==> src/rtl/muldiv_ctrl_pkg.sv <==
// Shared CPU package: multDiv controller state encoding and timing.
// Used by the core and by muldiv_ctrl.
package muldiv_ctrl_pkg;

  typedef enum logic [1:0] {
    MD_IDLE  = 2'd0,
    MD_ISSUE = 2'd1,
    MD_WAIT  = 2'd2,
    MD_DONE  = 2'd3
  } md_state_e;

  localparam int   MD_TIMEOUT  = 40;
  localparam int   MD_CNT_W    = 6;
  localparam logic MD_MODE_MUL = 1'b0;
  localparam logic MD_MODE_DIV = 1'b1;

endpackage

==> src/rtl/muldiv_ctrl.sv <==
// HI/LO owner and issue/wait sequencer for the external multDiv unit.
// Stalls the core while a multu/divu is in flight.
module muldiv_ctrl
  import muldiv_ctrl_pkg::*;
#(
  parameter int TIMEOUT = MD_TIMEOUT
) (
  input  logic        clk,
  input  logic        rst_n,
  input  logic        start_mul,
  input  logic        start_div,
  input  logic [31:0] rs_data,
  input  logic [31:0] rt_data,
  input  logic        hi_we,
  input  logic        lo_we,
  input  logic [31:0] wdata,
  output logic        stall,
  output logic [31:0] hi,
  output logic [31:0] lo,
  output logic        err,
  output logic        md_valid,
  output logic        md_mode,
  output logic [31:0] md_in_A,
  output logic [31:0] md_in_B,
  input  logic        md_ready,
  input  logic [63:0] md_out
);

  localparam logic [MD_CNT_W-1:0] CNT_LAST =
    MD_CNT_W'(TIMEOUT - 1);

  md_state_e           state_q, state_d;
  logic [MD_CNT_W-1:0] cnt_q;
  logic                start_any;
  logic                issue;
  logic                div0;
  logic                res_we;
  logic                tmo;

  assign start_any = start_mul | start_div;

  always_comb begin
    state_d = state_q;
    stall   = 1'b0;
    issue   = 1'b0;
    div0    = 1'b0;
    res_we  = 1'b0;
    tmo     = 1'b0;
    unique case (state_q)
      MD_IDLE: begin
        if (start_any) begin
          stall = 1'b1;
          // divide by zero resolves locally, unit never sees it
          if (!start_mul && rt_data == 32'd0) begin
            div0    = 1'b1;
            state_d = MD_DONE;
          end else begin
            issue   = 1'b1;
            state_d = MD_ISSUE;
          end
        end
      end
      MD_ISSUE: begin
        stall   = 1'b1;
        state_d = MD_WAIT;
      end
      MD_WAIT: begin
        stall = 1'b1;
        if (md_ready) begin
          res_we  = 1'b1;
          state_d = MD_DONE;
        end else if (cnt_q == CNT_LAST) begin
          tmo     = 1'b1;
          state_d = MD_DONE;
        end
      end
      MD_DONE: state_d = MD_IDLE;
      default: state_d = MD_IDLE;
    endcase
  end

  always_ff @(posedge clk or negedge rst_n) begin
    if (!rst_n) begin
      state_q  <= MD_IDLE;
      cnt_q    <= '0;
      md_valid <= 1'b0;
      md_mode  <= MD_MODE_MUL;
      md_in_A  <= '0;
      md_in_B  <= '0;
      hi       <= '0;
      lo       <= '0;
      err      <= 1'b0;
    end else begin
      state_q  <= state_d;
      md_valid <= issue;
      cnt_q    <= (state_q == MD_WAIT) ? cnt_q + 1'b1 : '0;
      if (issue) begin
        md_mode <= start_mul ? MD_MODE_MUL : MD_MODE_DIV;
        md_in_A <= rs_data;
        md_in_B <= rt_data;
      end
      if (res_we) begin
        hi <= md_out[63:32];
        lo <= md_out[31:0];
      end else if (div0) begin
        hi <= rs_data;
        lo <= '1;
      end else if (state_q == MD_IDLE && !start_any) begin
        if (hi_we) hi <= wdata;
        if (lo_we) lo <= wdata;
      end
      if (tmo) err <= 1'b1;
    end
  end

endmodule

==> config.mk <==
export PLATFORM = sky130hd
export DESIGN_NAME = muldiv_ctrl
export DESIGN_NICKNAME = d
export VERILOG_FILES = /design/src/rtl/muldiv_ctrl_pkg.sv /design/src/rtl/muldiv_ctrl.sv
export SDC_FILE = /design/constraint.sdc
export NUM_CORES = 1
export LEC_CHECK = 0
export BUFFER_PORTS_ARGS = -buffer_cell sky130_fd_sc_hd__buf_2
export CAP_MARGIN = 20
export CELL_PAD_IN_SITES_DETAIL_PLACEMENT = 1
export CELL_PAD_IN_SITES_GLOBAL_PLACEMENT = 1
export CORE_ASPECT_RATIO = 1.75
export CORE_MARGIN = 2
export CORE_UTILIZATION = 38
export CTS_CLUSTER_DIAMETER = 80
export CTS_CLUSTER_SIZE = 16
export DETAILED_ROUTE_END_ITERATION = 8
export PLACE_DENSITY = 0.85
export SYNTH_ARGS = -nofsm -noshare
export SYNTH_HDL_FRONTEND = slang
export SYNTH_SLANG_ARGS = --single-unit
==> constraint.sdc <==
create_clock -name clk -period 4.01 [get_ports clk]
set_clock_uncertainty 0.2 [all_clocks]
set_input_delay 1.203 -clock clk [delete_from_list [all_inputs] [get_ports clk]]
set_output_delay 1.203 -clock clk [all_outputs]
set_load 0.02 [all_outputs]
==> flow_results.org <==
** Floorplanning
- For this design the top-level I/O count stands at 299.
- Measured along the y axis, the die boundary spans 176 um.
- CORE AREA :: 0.0165 mm2
- FP Rows :: 62
- The die covers 0.0180 mm2.
- Measured along the x axis, the die boundary spans 102 um.
- For this configuration, the core starts out at a cell density of 0.389.

** Setup path
- Termination of the worst setup path :: stall
- For the worst flop-to-flop path, the logic depth is 8.
- Data arrives at the worst endpoint at 2.11 ns.
- End of the worst register-to-register path :: hi[19]
- The worst setup path is captured at a primary output.
- The startpoint identified for the worst register-to-register timing path is state_q[0].
- In this run the worst path has a maximum fanout of 4.
- Classification of the worst setup path :: in2out
- Setup slack on the worst reg-to-reg path comes out at 1.33 ns.
- Startpoint type of the worst setup path :: input port
- For the worst setup path, the data required time is 2.61 ns.
- The most critical setup path has its startpoint at start_mul.

** Detailed routing
- DRC :: 0
- The detailed router placed 5403 vias in this run.
- The final layout contains routed wiring with a total length of 21800 um.
- In this run the remaining antenna-violating nets after routing total 0.
- Routed via count divided by cell count :: 5.09
- Length of the first detailed-routing pass in iterations :: 4
- In the final routed layout, each cell accounts on average for 20.6 um.
- In this run, the number of DRC markers left after iteration 0 of detailed routing was 170.

** Placement
- After legalization and detailed placement, the total HPWL measured 16600 um.
- Input and output buffers added on the ports amount to 298.
- Gp weighted congestion :: 0.830
- Dpl ws :: 0.362 ns
- Post-placement cell count :: 1025

** Synthesis
- Cell accounting for the most synthesized area :: sky130_fd_sc_hd__dfrtp_1
- By count the netlist is led by 139 x sky130_fd_sc_hd__dfrtp_1, 70 x sky130_fd_sc_hd__nor2_1, 66 x sky130_fd_sc_hd__mux2_2.
- After synthesis the netlist holds a flip-flop and latch count of 139.
- By area the synthesized netlist is led by sky130_fd_sc_hd__dfrtp_1 54%, sky130_fd_sc_hd__mux2_2 12%, sky130_fd_sc_hd__mux2i_1 10%, sky130_fd_sc_hd__a211oi_2 5.4%, sky130_fd_sc_hd__nor2_1 4.1%.
- After synthesis the cells add up to 0.00643 mm2.
- Portion of the post-synthesis area used by sequential elements :: 0.541
- Of all flip-flops after synthesis, the portion carrying an async set or reset was 1.00.
- Counting every net in the synthesized netlist gives 692.
- Counting distinct cell types in the post-synthesis netlist gives 36.
- Cell with the most instances after synthesis :: sky130_fd_sc_hd__dfrtp_1
- Syn_area_per_cell :: 12.3 um2
- Top_reg_cell synth :: sky130_fd_sc_hd__dfrtp_1
- The share of synthesized area in the top cell type comes to 0.541.
- Number of enable flip-flop cells after synthesis :: 0
- Yosys printed 0 warnings.
- Synthesis produced 521 cells.

** Power and ir drop
- Across the VDD grid, the largest voltage drop is 0.483 mV.
- Of the total power, the share spent switching nets is 0.405.
- Proportion of power drawn by the clock network :: 0.220
- Switching pwr :: 3050 uW
- Of the total power, registers draw 0.330.
- In this run the power density over the cells is 850 mW/mm2.
- Leakage component of the power :: 0.00407 uW
- The internal portion of the total power is 4470 uW.
- Logic pwr share :: 0.450
- Power consumption :: 7520 uW

** GRT
- The number of antenna violations at the first check in global routing was 5.
- Pin count of the biggest net entering global routing :: 70
- In the global route stage, overall resource usage came out at 0.245.
- The first global-routing pass estimated 33300 um of wire.
- Number of global-route vias before repair :: 6103
- The total overflow left after global routing is 0.

** Layout
- The finished layout holds 1062 standard cells, fillers aside.
- Layout cell share with drive strength beyond 1 :: 0.539
- For this run, the share of the core covered by cells in the final layout is 0.536.
- Fill cells in the final layout number 1884.
- From synthesis to final layout, the design area changed by 37.6%.
- At the end of the flow, the number of nets in the layout was 991.

** STA
- Final worst setup slack :: 0.496 ns
- Setup Total Neg Slack :: 0 ns
- Finish-stage setup viols :: 0
- Final critical delay including setup and external delays :: 3.51 ns
- The count of pins over their slew limit is 0.
- Dividing the final minimum period by the clock period gives 0.876.
- Measured slew at the worst slew-check pin :: 0.677 ns
- Hold Vio Cnt, Final :: 0
- Unrepaired setup endpoints after global routing :: false
- Derived from the worst setup path, the maximum achievable clock frequency is 285 MHz.
- Slew HR :: 0.549

** Clock network
- Cts-stage hold buffer count :: 0
- CTS Buffer Depth :: 2
- Buffers inserted during clock tree synthesis total 17.
- Clock transition at the registers of the reported paths :: 0.06 ns
- In this run the clock root is driven by a sky130_fd_sc_hd__clkbuf_16.
- TritonCTS built the clock tree.
- Clock latency on the worst-skew pair, taken at its later pin, is 0.41 ns.
- H-tree depth :: 4
- Clock tree synthesis found a total of 139 sinks.
- After clock tree synthesis, the repair step resized 0 gates.
- Setup bufs post-CTS :: 0

** Hold path
- In this run the worst hold path is classified as reg2reg.

** Run status
- The flow ran to the end, and the final reports show no timing, DRC or antenna violations.

** Flow run
- Max-cap violations :: 0
==> per-layer routing <==
metal  vias up  global-route usage  routed length, um
met3        41              0.0570               1290
met1      2654               0.257               7670
met4         0               0.110                753
li1       2499                   -                  -
met5         -                   0                  0
met2       209               0.452              12100
==> layout by cell type, fill, tap and decap left out, drive strengths merged, types with 4 or more instances in the layout <==
cell / synthesis / routed
nor4: 8 / 8
and2: 4 / 4
mux2i: 64 / 64
nand2: 4 / 4
ha: 4 / 4
a211oi: 32 / 32
nor2: 70 / 70
diode: 0 / 5
buf: 22 / 318
mux2: 66 / 66
dfrtp: 139 / 139
a31oi: 32 / 32
clkbuf: 16 / 18
inv: 4 / 10
nor3: 33 / 33
==> stage by stage <==
stage / area [um2] / hold slack [ns]
final: 8850 / 0.262
after floorplan: 6430 / 0.232
after CTS: 8840 / 0.268
after detailed placement: 8220 / 0.253
after global routing: 8850 / 0.300
after global placement: 8220 / 0.257
==> area by class of cell <==
class                   instances  area [um2]  area share
flip-flops and latches        139        3480       0.393
multi-input cells             340        2730       0.308
repair buffers                318        1720       0.195
clock buffers                  18         429      0.0485
well taps                     224         280      0.0317
clock inverters                14         185      0.0209
inverters                       4        15.0     0.00170
diodes                          5        12.5     0.00141
==> cells by family after synthesis <==
kind of cell	Yosys count	synth area share
mux	130	0.215
xor+xnor	4	0.00545
compound gates	70	0.0971
buf+inv	42	0.0391
fa+ha+maj	4	0.00779
flops	139	0.541
simple gates	132	0.0942
==> worst min-delay path by stage <==
stage / start / end / slack [ns] / depth (start not counted)
finish: err / err / 0.26 / 1
global route: cnt_q[0] / cnt_q[0] / 0.30 / 1
CTS: err / err / 0.27 / 1
detailed placement: err / err / 0.25 / 1
global placement: err / err / 0.26 / 1
floorplan: cnt_q[0] / cnt_q[0] / 0.23 / 1
==> state kept, by name, summed over array words and instances, names as in the netlist <==
name and cells:
cnt_q 6, err 1, hi 32, lo 32, md_in_A 32, md_in_B 32, md_mode 1, md_valid 1
state_q 2
==> power groups by stage <==
stage	Combinational, uW	Sequential, uW	Clock (uW)
3_5_place_dp	3420	2490	0
5_1_grt	3630	2560	1750
4_1_cts	3430	2480	1700
3_3_place_gp	3320	2460	0
2_1_floorplan	1310	3290	0
6_report	3380	2480	1660
==> worst max-delay path, cell delays in order <==
cell                      delay [ns]
sky130_fd_sc_hd__buf_2          0.13
sky130_fd_sc_hd__nor2_1         0.26
sky130_fd_sc_hd__nor2b_1        0.16
sky130_fd_sc_hd__nor2_1         0.14
sky130_fd_sc_hd__nor2_1         0.05
sky130_fd_sc_hd__buf_2          0.16
Power figures use the tool's default switching activity.
